## src/rtl/sample_reader.sv

```systemverilog
// Streams 32-bit words from a Wishbone-pipelined buffer out as bytes, little-endian.
// The read pointer chases the writer's pointer; a clear request rewinds it only at word boundaries.
module sample_reader #(
  parameter int unsigned PTR_W    = 12,
  parameter logic [31:0] BUF_BASE = 32'h0000_0000
) (
  input  logic             clk_i,
  input  logic             rst_i,
  input  logic             enable_i,
  input  logic             clear_i,
  input  logic [PTR_W-1:0] wr_ptr_i,
  output logic [PTR_W-1:0] rd_ptr_o,
  output logic [PTR_W-1:0] avail_o,
  output logic [31:0]      mem_addr_o,
  output logic [3:0]       mem_sel_o,
  output logic             mem_we_o,
  output logic             mem_stb_o,
  input  logic             mem_stall_i,
  input  logic             mem_ack_i,
  input  logic [31:0]      mem_data_i,
  output logic [7:0]       tx_data_o,
  output logic             tx_valid_o,
  input  logic             tx_ready_i
);

  localparam logic [1:0] IDLE     = 2'd0;
  localparam logic [1:0] REQ      = 2'd1;
  localparam logic [1:0] WAIT_ACK = 2'd2;
  localparam logic [1:0] SHIFT    = 2'd3;

  logic [1:0]       state;
  logic [PTR_W-1:0] rd_ptr;
  logic             clr_pend;
  logic [31:0]      shift_reg;
  logic [2:0]       byte_cnt;

  logic start;
  logic accept;
  logic handshake;
  logic last_byte;

  assign avail_o = wr_ptr_i - rd_ptr;

  // A clear arriving this very cycle also holds off a new read so it lands before the next word.
  assign start     = (state == IDLE) && enable_i && (avail_o != '0) && !clr_pend && !clear_i;
  assign accept    = (state == REQ) && !mem_stall_i;
  assign handshake = (state == SHIFT) && tx_ready_i;
  assign last_byte = handshake && (byte_cnt == 3'd1);

  always_ff @(posedge clk_i or negedge rst_i) begin
    if (!rst_i) begin
      state <= IDLE;
    end else begin
      case (state)
        IDLE:     if (start)     state <= REQ;
        REQ:      if (accept)    state <= WAIT_ACK;
        WAIT_ACK: if (mem_ack_i) state <= SHIFT;
        SHIFT:    if (last_byte) state <= IDLE;
        default:                 state <= IDLE;
      endcase
    end
  end

  always_ff @(posedge clk_i or negedge rst_i) begin
    if (!rst_i) begin
      rd_ptr   <= '0;
      clr_pend <= 1'b0;
    end else if ((state == IDLE) && clr_pend) begin
      rd_ptr   <= '0;
      clr_pend <= 1'b0;
    end else begin
      if (clear_i)   clr_pend <= 1'b1;
      if (last_byte) rd_ptr   <= rd_ptr + PTR_W'(1);
    end
  end

  always_ff @(posedge clk_i or negedge rst_i) begin
    if (!rst_i) begin
      shift_reg <= '0;
      byte_cnt  <= '0;
    end else if ((state == WAIT_ACK) && mem_ack_i) begin
      shift_reg <= mem_data_i;
      byte_cnt  <= 3'd4;
    end else if (handshake) begin
      shift_reg <= {8'h00, shift_reg[31:8]};
      byte_cnt  <= byte_cnt - 3'd1;
    end
  end

  assign rd_ptr_o   = rd_ptr;
  assign mem_addr_o = BUF_BASE + 32'({rd_ptr, 2'b00});
  assign mem_sel_o  = (state == REQ) ? 4'hF : '0;
  assign mem_we_o   = 1'b0;
  assign mem_stb_o  = (state == REQ);
  assign tx_valid_o = (state == SHIFT);
  assign tx_data_o  = shift_reg[7:0];

endmodule
```

## config.mk

```make
export PLATFORM = sky130hd
export DESIGN_NAME = sample_reader
export DESIGN_NICKNAME = d
export VERILOG_FILES = /design/src/rtl/sample_reader.sv
export SDC_FILE = /design/constraint.sdc
export NUM_CORES = 1
export LEC_CHECK = 0
export CAP_MARGIN = 10
export CORE_ASPECT_RATIO = 0.5
export CORE_MARGIN = 2
export CORE_UTILIZATION = 40
export CTS_CLUSTER_DIAMETER = 200
export DETAILED_ROUTE_END_ITERATION = 10
export PLACE_DENSITY = 0.85
export SYNTH_ARGS = -nofsm -noshare
export SYNTH_HDL_FRONTEND = slang
export SYNTH_SLANG_ARGS = --single-unit
```

## constraint.sdc

```tcl
create_clock -name clk_i -period 2.95 [get_ports clk_i]
set_clock_uncertainty 0.2 [all_clocks]
set_input_delay 0.59 -clock clk_i [delete_from_list [all_inputs] [get_ports clk_i]]
set_output_delay 0.59 -clock clk_i [all_outputs]
set_load 0.1 [all_outputs]
```

==> flow_summary_export.csv <==
group,metric,value,unit
status,outcome,"complete, but fails checks",
status,failed_checks,"negative setup slack",
routing,drcViolationCount,0,
placement,place_ws,-1.00,ns
worst_setup_path,start_kind,"flip-flop",
final_layout,diodes,0,
floorplanning,core.rowCount,23,
synthesis,synth_compound_area_share,12.3,%
global_route,grt_max_degree,47,
clock_tree,holdBufCountCts,0,
global_route,antenna_found_initial,0,
worst_setup_path,crit_arrival,3.34,ns
synthesis,syn_area_per_cell,9.31,sq um
synthesis,synth-xor-area-share,5.98,%
sta,fin_crit,3.37,ns
clock_tree,clk_pin_slew,0.07,ns
floorplanning,pin_count,122,
global_route,grt_usage,19.1,%
final_layout,fin_area,0.00514,sq mm
clock_tree,cts_made_buffers,5,
routing,final_antenna_net_count,0,
clock_tree,h-tree-depth,2,
floorplanning,die_area,0.00883,sq mm
sta,grt_setup_unrepaired,"yes",
power_and_ir_drop,peakVddDrop,0.538,mV
final_layout,layout_commonest_cell,"buf_4",
final_layout,area_growth_syn_to_layout,59.7,%
routing,wl_per_cell,13.9,microns
synthesis,ys_seq_area_share,38.9,%
global_route,grt_pass1_wl,13.1,mm
synthesis,synth_top_family_by_area,"buffers and inverters",
final_layout,layout_common_cells,"buf_4, clkdlybuf4s50_1, dfrtp_1, nand2_1, mux2i_1",
power_and_ir_drop,powerDensity,822,mW/mm^2
worst_setup_path,critPathKind,"reg -> reg",
final_layout,finish.net_count,554,
flow_run,drv_cap,0,
power_and_ir_drop,leakagePower,2.42,nW
sta,fmaxAchievable,0.297,GHz
worst_setup_path,endpoint_kind,"flip-flop",
global_route,grt_overflow_total,0,
routing,via_per_inst,4.67,
final_layout,fillers,584,
synthesis,synth.distinct_cells,40,
sta,period_share,114,%
clock_tree,cts.sinks,50,
placement,dpl_cell_area,0.00482,sq mm
clock_tree,clockRootBuffer,"clkbuf_16",
sta,hold-worst-slack,0.00985,ns
routing,drt_pass1_iterations,5,
synthesis,synth.area.mux_share,8.74,%
sta,slew_viol_final,0,
final_layout,final_core_util,65.0,%
synthesis,synth_adder_area_share,8.00,%
placement,place.gp.congestion,0.885,
clock_tree,clkLatencyLatePin,0.29,ns
synthesis,syn_area,0.00322,sq mm
floorplanning,start_util,40.7,%
placement,portBuffers,100,
synthesis,synth.yosys.warnings,0,
synthesis,netlist_instances,346,
routing,drt_iter0_markers,122,
hold_path,hold_path_class,"in -> async",
final_layout,largest_reg_flops,32,
worst_setup_path,crit_required,2.92,ns
sta,hold_viol_final,0,
synthesis,ys_ff_latch,50,
clock_tree,clockBufferDepth,2,
sta,setup_violations,10,
worst_setup_path,critPathMaxFanout,3,
routing,wirelength,8.29,mm
final_layout,layout-drive-gt1-share,38.4,%
clock_tree,tritoncts,"done",
placement,place_hpwl,6.19,mm
global_route,grt_pass1_vias,2780,
sta,fin_ws,-0.418,ns
floorplanning,fp.dieH,67.5,microns
synthesis,yosys.area_share.simple,11.8,%
floorplanning,core,0.00791,sq mm
floorplanning,die_width,131,microns
routing,vias,2784,
-- area by class of cell --
type | count | area [sq um] | share of cell area [%]
clock buffer | 6 | 139 | 2.70
clock inverter | 2 | 12.5 | 0.243
inverter | 22 | 87.6 | 1.70
multi-input combinational | 239 | 1950 | 37.9
sequential | 50 | 1290 | 25.0
tap | 112 | 140 | 2.72
timing repair buffer | 165 | 1530 | 29.7
-- critical path, stage by stage, from the launching register on --
cell      delay (ns)
dfrtp_4         0.49
ha_4            0.17
inv_2           0.05
fa_2            0.22
a21oi_4         0.06
o211ai_1        0.36
a211oi_2        0.15
a311o_2         0.41
or4_4           0.42
o41a_1          0.40
mux2_4          0.32
-- cell families (layout without fill, tap and decap cells) --
| group | count (synthesis) | in the layout |
|---|---|---|
| AOI/OAI and AO/OA | 62 | 62 |
| xor gates and xnor gates | 22 | 22 |
| adders and majority gates | 20 | 20 |
| buffers and inverters | 77 | 195 |
| DFF | 50 | 50 |
| muxes | 28 | 28 |
| other | 1 | 21 |
| and+or+nand+nor | 86 | 86 |
-- cell usage after synthesis, drive strengths merged --
master / instances / area, sq um
a211oi: 2 / 15.0
a21boi: 1 / 7.51
a21o: 1 / 7.51
a21oi: 10 / 57.6
a222oi: 1 / 10.0
a22o: 8 / 70.1
a311o: 1 / 10.0
a31oi: 1 / 6.26
and2: 3 / 18.8
and3: 1 / 6.26
buf: 45 / 338
clkbuf: 10 / 37.5
conb: 1 / 3.75
dfrtp: 50 / 1250
fa: 1 / 20.0
ha: 19 / 238
inv: 22 / 82.6
mux2: 1 / 11.3
mux2i: 27 / 270
nand2: 36 / 135
nand2b: 7 / 43.8
nand3: 4 / 20.0
nand4: 2 / 12.5
nor2: 24 / 90.1
nor3: 5 / 25.0
nor3b: 1 / 7.51
o2111ai: 1 / 8.76
o211a: 1 / 10.0
o211ai: 1 / 7.51
o21a: 2 / 15.0
o21ai: 29 / 145
o21bai: 1 / 7.51
o22ai: 1 / 6.26
o41a: 1 / 11.3
or3: 1 / 6.26
or4: 2 / 15.0
xnor2: 16 / 140
xor2: 6 / 52.6
-- power breakdown --
group / total (mW) / internal (mW) / switching, mW
Sequential: 1.11 / 0.942 / 0.165
Combinational: 2.54 / 0.817 / 1.72
Clock: 0.586 / 0.336 / 0.250
-- layer usage --
| layer | vias up | GRT usage, % | routed length, microns |
|---|---|---|---|
| met3 | 11 | 2.93 | 285 |
| met1 | 1335 | 22.8 | 3570 |
| met5 | - | 0 | 0 |
| li1 | 1375 | - | - |
| met2 | 63 | 36.5 | 4330 |
| met4 | 0 | 5.19 | 97 |
-- per-stage QoR --
step	power (mW)	TNS [ns]	cells
after floorplan	3.03	-1.78	366
after global placement	3.52	-5.08	581
after detailed placement	3.58	-5.79	581
after CTS	4.24	-2.14	595
after global routing	4.42	-3.21	596
final	4.23	-2.52	596
-- worst paths after layout --
check,startpoint,to,slack (ns),cells after the start
min,rst_i,shift_reg[21],0.01,1
max,rd_ptr_o[0],state[1],-0.42,10
min in group clk_i,shift_reg[31],shift_reg[31],0.30,1
max reg2reg,rd_ptr_o[0],state[1],-0.42,10
max in group asynchronous,rst_i,rd_ptr_o[7],1.91,2
min reg2reg,shift_reg[31],shift_reg[31],0.30,1
-- what timing repair did --
item                                    4_1_cts  5_1_grt
endpoints found under the setup margin       12       11
pin swaps                                    18       12
gates resized for setup                      40        6
gates cloned                                  0        0
setup buffers                                 7        2
(Power assumes the default switching activity.)
